<file path="src/rtl/stopwatch_ctrl.sv">
// Stopwatch sequencing controller: button debounce, run/pause/done FSM,
// count enable/clear generation and lap-snapshot display mux.
module stopwatch_ctrl #(
  parameter int unsigned DEBOUNCE = 4
) (
  input  logic        clk_count,
  input  logic        rst,
  input  logic        btn_start,
  input  logic        btn_stop,
  input  logic        btn_lap,
  input  logic        btn_clr,
  input  logic        target_en,
  input  logic [15:0] target,
  input  logic [3:0]  c0,
  input  logic [3:0]  c1,
  input  logic [3:0]  c2,
  input  logic [3:0]  c3,
  output logic        cnt_en,
  output logic        cnt_clr,
  output logic [3:0]  disp0,
  output logic [3:0]  disp1,
  output logic [3:0]  disp2,
  output logic [3:0]  disp3,
  output logic        lap_active,
  output logic        done,
  output logic [1:0]  state
);

  typedef enum logic [1:0] {
    S_IDLE  = 2'b00,
    S_RUN   = 2'b01,
    S_PAUSE = 2'b10,
    S_DONE  = 2'b11
  } state_e;

  localparam int B_START = 0;
  localparam int B_STOP  = 1;
  localparam int B_LAP   = 2;
  localparam int B_CLR   = 3;

  localparam logic [7:0] DB_M1 = 8'(DEBOUNCE - 1);

  logic [3:0]      raw;
  logic [3:0]      sync1_q;
  logic [3:0]      sync2_q;
  logic [3:0][7:0] stab_q;
  logic [3:0][7:0] stab_d;
  logic [3:0]      press_q;
  logic [3:0]      press_d;

  assign raw = {btn_clr, btn_lap, btn_stop, btn_start};

  // Press also needs the first-stage sample high, so a level must be
  // seen for DEBOUNCE+1 raw samples before it is accepted.
  always_comb begin
    stab_d  = '0;
    press_d = '0;
    for (int i = 0; i < 4; i++) begin
      if (sync2_q[i]) begin
        if (stab_q[i] == 8'hFF) begin
          stab_d[i] = stab_q[i];
        end else begin
          stab_d[i] = stab_q[i] + 8'd1;
        end
      end
      press_d[i] = sync2_q[i] & sync1_q[i]
                 & (stab_q[i] == DB_M1);
    end
  end

  always_ff @(posedge clk_count or posedge rst) begin
    if (rst) begin
      sync1_q <= '0;
      sync2_q <= '0;
      stab_q  <= '0;
      press_q <= '0;
    end else begin
      sync1_q <= raw;
      sync2_q <= sync1_q;
      stab_q  <= stab_d;
      press_q <= press_d;
    end
  end

  state_e      state_q;
  state_e      state_d;
  logic        lap_act_q;
  logic        lap_act_d;
  logic [15:0] lap_q;
  logic [15:0] lap_d;
  logic        clr_q;
  logic        clr_d;

  logic [15:0] live;
  logic        hit;
  logic        pr_clr;
  logic        pr_stop;
  logic        pr_start;
  logic        pr_lap;

  assign live = {c3, c2, c1, c0};
  assign hit  = target_en & (live == target);

  // Only the highest-priority press of a cycle is acted on.
  assign pr_clr   = press_q[B_CLR];
  assign pr_stop  = press_q[B_STOP] & ~pr_clr;
  assign pr_start = press_q[B_START] & ~press_q[B_STOP] & ~pr_clr;
  assign pr_lap   = press_q[B_LAP] & ~press_q[B_START]
                  & ~press_q[B_STOP] & ~pr_clr;

  always_comb begin
    state_d   = state_q;
    lap_act_d = lap_act_q;
    lap_d     = lap_q;
    clr_d     = 1'b0;
    if (pr_clr) begin
      state_d   = S_IDLE;
      lap_act_d = 1'b0;
      clr_d     = 1'b1;
    end else begin
      unique case (state_q)
        S_IDLE: begin
          if (pr_start) begin
            state_d = S_RUN;
          end else if (pr_lap) begin
            lap_act_d = 1'b0;
          end
        end
        S_RUN: begin
          if (pr_stop) begin
            state_d = S_PAUSE;
          end else if (hit) begin
            state_d = S_DONE;
          end
          if (pr_lap) begin
            if (lap_act_q) begin
              lap_act_d = 1'b0;
            end else begin
              lap_act_d = 1'b1;
              lap_d     = live;
            end
          end
        end
        S_PAUSE: begin
          if (pr_start) begin
            state_d = S_RUN;
          end else if (pr_lap) begin
            lap_act_d = 1'b0;
          end
        end
        S_DONE: begin
          if (pr_lap) begin
            lap_act_d = 1'b0;
          end
        end
        default: begin
          state_d = S_IDLE;
        end
      endcase
    end
  end

  always_ff @(posedge clk_count or posedge rst) begin
    if (rst) begin
      state_q   <= S_IDLE;
      lap_act_q <= 1'b0;
      lap_q     <= '0;
      clr_q     <= 1'b0;
    end else begin
      state_q   <= state_d;
      lap_act_q <= lap_act_d;
      lap_q     <= lap_d;
      clr_q     <= clr_d;
    end
  end

  // Enable drops combinationally on the target so the counter never overshoots.
  assign cnt_en     = (state_q == S_RUN) & ~hit;
  assign cnt_clr    = clr_q;
  assign done       = (state_q == S_DONE);
  assign state      = state_q;
  assign lap_active = lap_act_q;

  assign disp0 = lap_act_q ? lap_q[3:0]   : c0;
  assign disp1 = lap_act_q ? lap_q[7:4]   : c1;
  assign disp2 = lap_act_q ? lap_q[11:8]  : c2;
  assign disp3 = lap_act_q ? lap_q[15:12] : c3;

endmodule
</file>
<file path="config.mk">
export PLATFORM = sky130hd
export DESIGN_NAME = stopwatch_ctrl
export DESIGN_NICKNAME = d
export VERILOG_FILES = /design/src/rtl/stopwatch_ctrl.sv
export SDC_FILE = /design/constraint.sdc
export NUM_CORES = 1
export LEC_CHECK = 0
export CORE_MARGIN = 2
export CORE_UTILIZATION = 55
export DETAILED_ROUTE_END_ITERATION = 12
export PLACE_DENSITY = 0.85
export SETUP_SLACK_MARGIN = 0.3
export SLEW_MARGIN = 20
export SYNTH_ARGS = -nofsm -noshare
export SYNTH_HDL_FRONTEND = slang
export SYNTH_SLANG_ARGS = --single-unit
export TNS_END_PERCENT = 20
</file>
<file path="constraint.sdc">
create_clock -name clk_count -period 4.67 [get_ports clk_count]
set_input_delay 0.467 -clock clk_count [delete_from_list [all_inputs] [get_ports clk_count]]
set_output_delay 0.467 -clock clk_count [all_outputs]
set_load 0.05 [all_outputs]
</file>
==> impl_metrics.tcl, run 1 <==
set metrics [dict create \
    status "completed" \
    dp_hpwl_mm 4.61 \
    area_growth_syn_to_layout_pct 28.4 \
    worst_path_most_repeated_cell "clkdlybuf4s50_1" \
    global_route_wire_length_before_repair_mm 11.6 \
    timing.critical_path.max_delay_family "buffers and inverters" \
    path_class "primary input to primary output" \
    core-area_mm2 0.00551 \
    drt-wirelength-per-cell_um 15.5 \
    asyncSetResetFlopFracSynth 1.00 \
    avgViaCountPerCell 5.67 \
    crit_path_cell_chain "clkdlybuf4s50_1 > xor2_1 > a221o_1 > nor4_1 > a21oi_1 > clkdlybuf4s50_1" \
    synth_seq_cells 64 \
    unrepaired_setup_endpoints_after_global_routing "no" \
    syn-mean-instance-area_um2 10.4 \
    nNetsFinal 411 \
    root_buffer_master "clkbuf_8" \
    tritoncts "yes" \
    synth_area_mm2 0.00315 \
    drive_gt1_frac 0.115 \
    max_cap_viol_count 0 \
    worst_reg2reg_path_depth 2 \
    placement_rows 27 \
    globalRoute.totalOverflow 0 \
    design.die.area_mm2 0.00635 \
    startpoint_type "primary input" \
    layout.cells.non_filler 445 \
    number_of_clock_buffers_inserted_by_tritoncts 9 \
    top_layer "met4" \
    initial_utilization 0.572 \
    detail_route.iter0.violations 205 \
    cts_resized 0 \
    timing.max_slew.rel_slack 0.407 \
    wl_met2_mm 3.40 \
    ctsHoldBuffers 0 \
    hold_path.class "flop to flop" \
    hold_violations 0 \
    actual_slew_at_the_worst_max_slew_pin_ns 0.890 \
    die_y_um 79.7 \
    synth-main-ff-cell "dfrtp_1" \
    layout_min_cycle_time_ns 3.18 \
    grt_util_all_layers 0.239 \
    fin_total_pwr_mw 1.54 \
    clk_latency_ns 0.35 \
    setup_violations 0 \
    worst_ir_drop_vdd_v 0.000258 \
    place_congestion 0.830 \
    port_buffers 60 \
    timing.critical_path.slowest_cell_delay_ns 0.74 \
    critical_path.slowest_cell "clkdlybuf4s50_1" \
    met1Wirelength_mm 3.05 \
    synth_edf_count 0 \
    first_global_vias 2423 \
    synth_nets 347 \
    finalClockSkew_ns 0.00663 \
    drt-total-wl_mm 6.91 \
    static-leakage-power_nw 1.78 \
    mostFrequentLayoutCells "64 x dfrtp_1, 60 x clkdlybuf4s50_1, 28 x o21ai_0, 27 x nand2_1, 22 x nor2_1" \
    clkSinkCount 64 \
    min_delay_path_depth 0 \
    maxSlewViolCount 0 \
    seq_area_frac_synth 0.508 \
    critical_path_cell_count 6 \
    cp_max_fo 3 \
    timing.critical_path.required_ns 4.20 \
    largest_net_degree_at_the_start_of_global_routing 65 \
    die_w_um 79.7 \
    p_per_area_mw_per_mm2 381 \
    route.vias.total 2525 \
    clock_tree.buffer_depth 2 \
    arrival_ns 2.71 \
    fin_crit_sh 0.681 \
    path_clk_slew_ns 0.06 \
    synthesis.yosys.warnings 0 \
    wl_met3_um 265 \
    crit_buf_inv 2 \
    final_common_cell "dfrtp_1" \
    syn-instance-count 304 \
    cts_setup_buffers 0 \
    detailedRoute.firstPassIterationCount 4 \
    setup-tns-final_ns 0 \
    cts.htree.levels 3 \
    max_freq_ghz 0.315 \
    yosys.cell_types.count 41 \
    number_of_antenna_violations_at_the_first_check_in_global_routing 0 \
    top_ports 61 \
    remaining_drc_errors 0 \
    ant_nets 0 \
    end_kind "primary output" \
    placedCellCount 429 \
    n_antenna_cell 0 \
]
-- power by group --
| part | switching (mW) | internal (mW) |
|---|---|---|
| Combinational | 0.210 | 0.146 |
| Clock | 0.208 | 0.345 |
| Sequential | 0.0434 | 0.589 |
-- layer usage --
layer,vias to the layer above,GRT usage
li1,1225,-
met2,64,0.382
met4,0,0.124
met3,18,0.0407
met5,-,0
met1,1218,0.312
-- Yosys cell counts (4+ instances only) --
library cell  count  share of area
dfrtp_1          64           0.51
o21ai_0          28          0.044
nand2_1          27          0.032
nor2_1           22          0.026
inv_1            15          0.018
xnor2_1          14          0.039
a21oi_1          12          0.019
mux2_2           12          0.043
nand3_1          12          0.019
mux2_4           10          0.048
nand4_1           8          0.016
and3_1            7          0.014
clkbuf_1          7         0.0083
nor4_1            7          0.014
nand2b_1          6          0.012
nor3_1            5         0.0079
a31oi_1           4         0.0079
ha_1              4          0.016
-- metrics by stage --
stage	setup slack [ns]	hold slack (ns)	util	cell area (µm²)
2_1_floorplan	2.12	0.354	-	3150
3_3_place_gp	1.60	0.361	0.692	3810
3_5_place_dp	1.56	0.365	0.692	3810
4_1_cts	1.53	0.380	0.734	4040
5_1_grt	1.45	0.388	0.734	4040
6_report	1.49	0.377	0.734	4040
-- layout make-up --
type,count,area [µm²]
fill,387,1460
clock buffer,14,173
clock inverter,2,60.1
tap,72,90.1
timing repair buffer,61,608
multi-input combinational,217,1460
sequential,64,1600
inverter,15,56.3
-- worst reg2reg max path: stages (launching register included) --
cell and delay (ns):
dfrtp_1 0.72, or4_4 0.85, mux2_4 0.36
-- flip-flops by register name, indices dropped and copies added, names as in the netlist --
signal / count
press_q: 4
stab_q: 32
state: 2
lap_active: 1
cnt_clr: 1
sync1_q: 4
lap_q: 16
sync2_q: 4
-- path summary, 6_finish.rpt --
path	start	endpoint	slack (ns)
worst max-delay path	c1[2]	cnt_en	1.49
worst min-delay path	sync1_q[2]	sync2_q[2]	0.38
worst max register to register	lap_active	lap_q[3]	2.63
worst min register to register	sync1_q[2]	sync2_q[2]	0.38
max in group asynchronous	rst	stab_q[7]	3.51
min in group asynchronous	rst	stab_q[26]	0.66
-- cell families (layout without fill, tap and decap cells) --
group	count (synthesis)	in the layout	share of synthesized area
fa+ha+maj	4	4	0.0159
xor+xnor	17	17	0.0473
mux	23	23	0.0937
buf+inv	23	92	0.0298
compound gates	59	59	0.114
flops	64	64	0.508
simple gates	114	114	0.191
(Power assumes the default switching activity.)
==> run 2, diff against run 1 <==
- CORE_UTILIZATION: 55 -> 47
- PLACE_DENSITY: 0.85 -> 0.77
- clock period: 4.67 -> 2.8 ns (I/O delays scaled with it)
==> impl_metrics.tcl, run 2 (synthesis results as in run 1) <==
set metrics [dict create \
    tritoncts "yes" \
    largest_net_degree_at_the_start_of_global_routing 65 \
    pre_cts_ws_ns 0.525 \
    startpoint_type "flop" \
    cp_max_fo 25 \
    gr-usage-met1 0.239 \
    grt_util_all_layers 0.184 \
    top_ports 61 \
    worst_ir_drop_vdd_v 0.000305 \
    first_global_vias 2317 \
    clk_latency_ns 0.34 \
    layout_min_cycle_time_ns 2.36 \
    area_growth_syn_to_layout_pct 29.3 \
    final_common_cell "dfrtp_1" \
    unrepaired_setup_endpoints_after_global_routing "no" \
    die_y_um 85.9 \
    global_route_wire_length_before_repair_mm 10.7 \
    grt_busiest_layer "met2" \
    drt-wirelength-per-cell_um 14.0 \
    placement_rows 29 \
    fin_ws_ns 0.440 \
    clock_tree.buffer_depth 2 \
    final_util 0.634 \
    die_w_um 85.9 \
    post_dp_cell_area_mm2 0.00383 \
    cts.htree.levels 3 \
    maxSlewViolCount 0 \
    actual_slew_at_the_worst_max_slew_pin_ns 0.672 \
    number_of_clock_buffers_inserted_by_tritoncts 9 \
    path_class "flop to primary output" \
    fin_crit_sh 0.843 \
    remaining_drc_errors 6 \
    drive_gt1_frac 0.126 \
    static-leakage-power_nw 1.78 \
    design.die.area_mm2 0.00737 \
    largestRegisters "stab_q: 32 flops, lap_q: 16 flops" \
    core-area_mm2 0.00642 \
    avgViaCountPerCell 5.51 \
    port_buffers 60 \
    number_of_antenna_violations_at_the_first_check_in_global_routing 0 \
    hold_path.class "primary input to asynchronous set/reset pin" \
    setup_violations 0 \
    route.vias.total 2481 \
    globalRouteMet3Util 0.0520 \
    timing.max_slew.rel_slack 0.548 \
    grtUsageMet2 0.287 \
    max_cap_viol_count 0 \
    violations_in_the_final_reports "design-rule violations" \
    place_congestion 0.857 \
    hold_violations 0 \
    detailedRoute.firstPassIterationCount 9 \
    status "complete, but fails checks" \
    largest_reg_flops 32 \
    n_antenna_cell 0 \
    initial_utilization 0.491 \
    end_kind "primary output" \
    ant_nets 0 \
    design_area_final_mm2 0.00407 \
    setup-tns-final_ns 0 \
    largest-register "stab_q" \
    dp_hpwl_mm 4.53 \
    path_clk_slew_ns 0.07 \
    detail_route.iter0.violations 159 \
    p_per_area_mw_per_mm2 639 \
    clkSinkCount 64 \
    root_buffer_master "clkbuf_8" \
    nNetsFinal 411 \
    arrival_ns 2.08 \
    finalClockSkew_ns 0.00698 \
    globalRoute.totalOverflow 0 \
    mostFrequentLayoutCells "63 x dfrtp_1, 59 x clkdlybuf4s50_1, 28 x o21ai_0, 27 x nand2_1, 22 x nor2_1" \
    timing.critical_path.required_ns 2.52 \
    drt-total-wl_mm 6.29 \
    max_freq_ghz 0.424 \
]
## run 2: cell count changes in the layout (fill, tap and decap cells not counted)
cell,change
clkbuf_8,-3
clkinv_2,+1
bufinv_16,+1
clkinvlp_4,+1
buf_12,+1
clkinv_4,+2
dfrtp_2,+1
clkdlybuf4s50_1,-1
clkbuf_1,-2
dfrtp_1,-1
## run 2: area by class of cell
| type | instances | area (µm²) |
|---|---|---|
| Tap cell | 77 | 96.3 |
| Inverter | 15 | 56.3 |
| Fill cell | 517 | 2350 |
| Multi-Input combinational cell | 217 | 1460 |
| Clock inverter | 7 | 120 |
| Timing Repair Buffer | 61 | 618 |
| Sequential cell | 64 | 1600 |
| Clock buffer | 9 | 124 |
## run 2: worst paths after layout
| path | slack (ns) | startpoint | cells after the start | end |
|---|---|---|---|---|
| min reg2reg | 0.39 | sync1_q[1] | 0 | sync2_q[1] |
| min | 0.32 | rst | 3 | sync1_q[0] |
| max reg2reg | 0.82 | press_q[1] | 3 | lap_q[10] |
| min in group clk_count | 0.37 | btn_clr | 1 | sync1_q[3] |
| max in group asynchronous | 2.21 | rst | 3 | lap_active |
| max | 0.44 | lap_active | 2 | disp0[1] |
## run 2: worst max-delay path: stages, from the launching register on
cell	delay, ns
dfrtp_2	0.65
mux2_2	0.39
clkdlybuf4s50_1	0.70
## run 2: power by group
group	switching [mW]	leakage [nW]	internal, mW
sequential	0.0703	0.813	0.983
clock	0.367	0.119	0.592
combinational	0.347	0.850	0.242
total	0.784	1.78	1.82
## run 2: what timing repair did
action                                  in CTS  in global routing
hold buffers                                 0                  0
endpoints found under the setup margin      16                  0
buffers inserted                             0                  0
resized for setup                            1                  0
## run 2: stage by stage
stage | total power [mW] | hold WS [ns] | cells
6_report | 2.60 | 0.315 | 450
5_1_grt | 2.71 | 0.338 | 450
4_1_cts | 2.63 | 0.317 | 450
3_5_place_dp | 1.67 | 0.364 | 434
3_3_place_gp | 1.65 | 0.363 | 434
2_1_floorplan | 1.44 | 0.311 | 304
## run 2: per-layer routing
metal / vias up / routed length, µm
met3: 11 / 350
met4: 0 / 169
met2: 56 / 2960
met1: 1190 / 2810
met5: - / 0
li1: 1224 / -
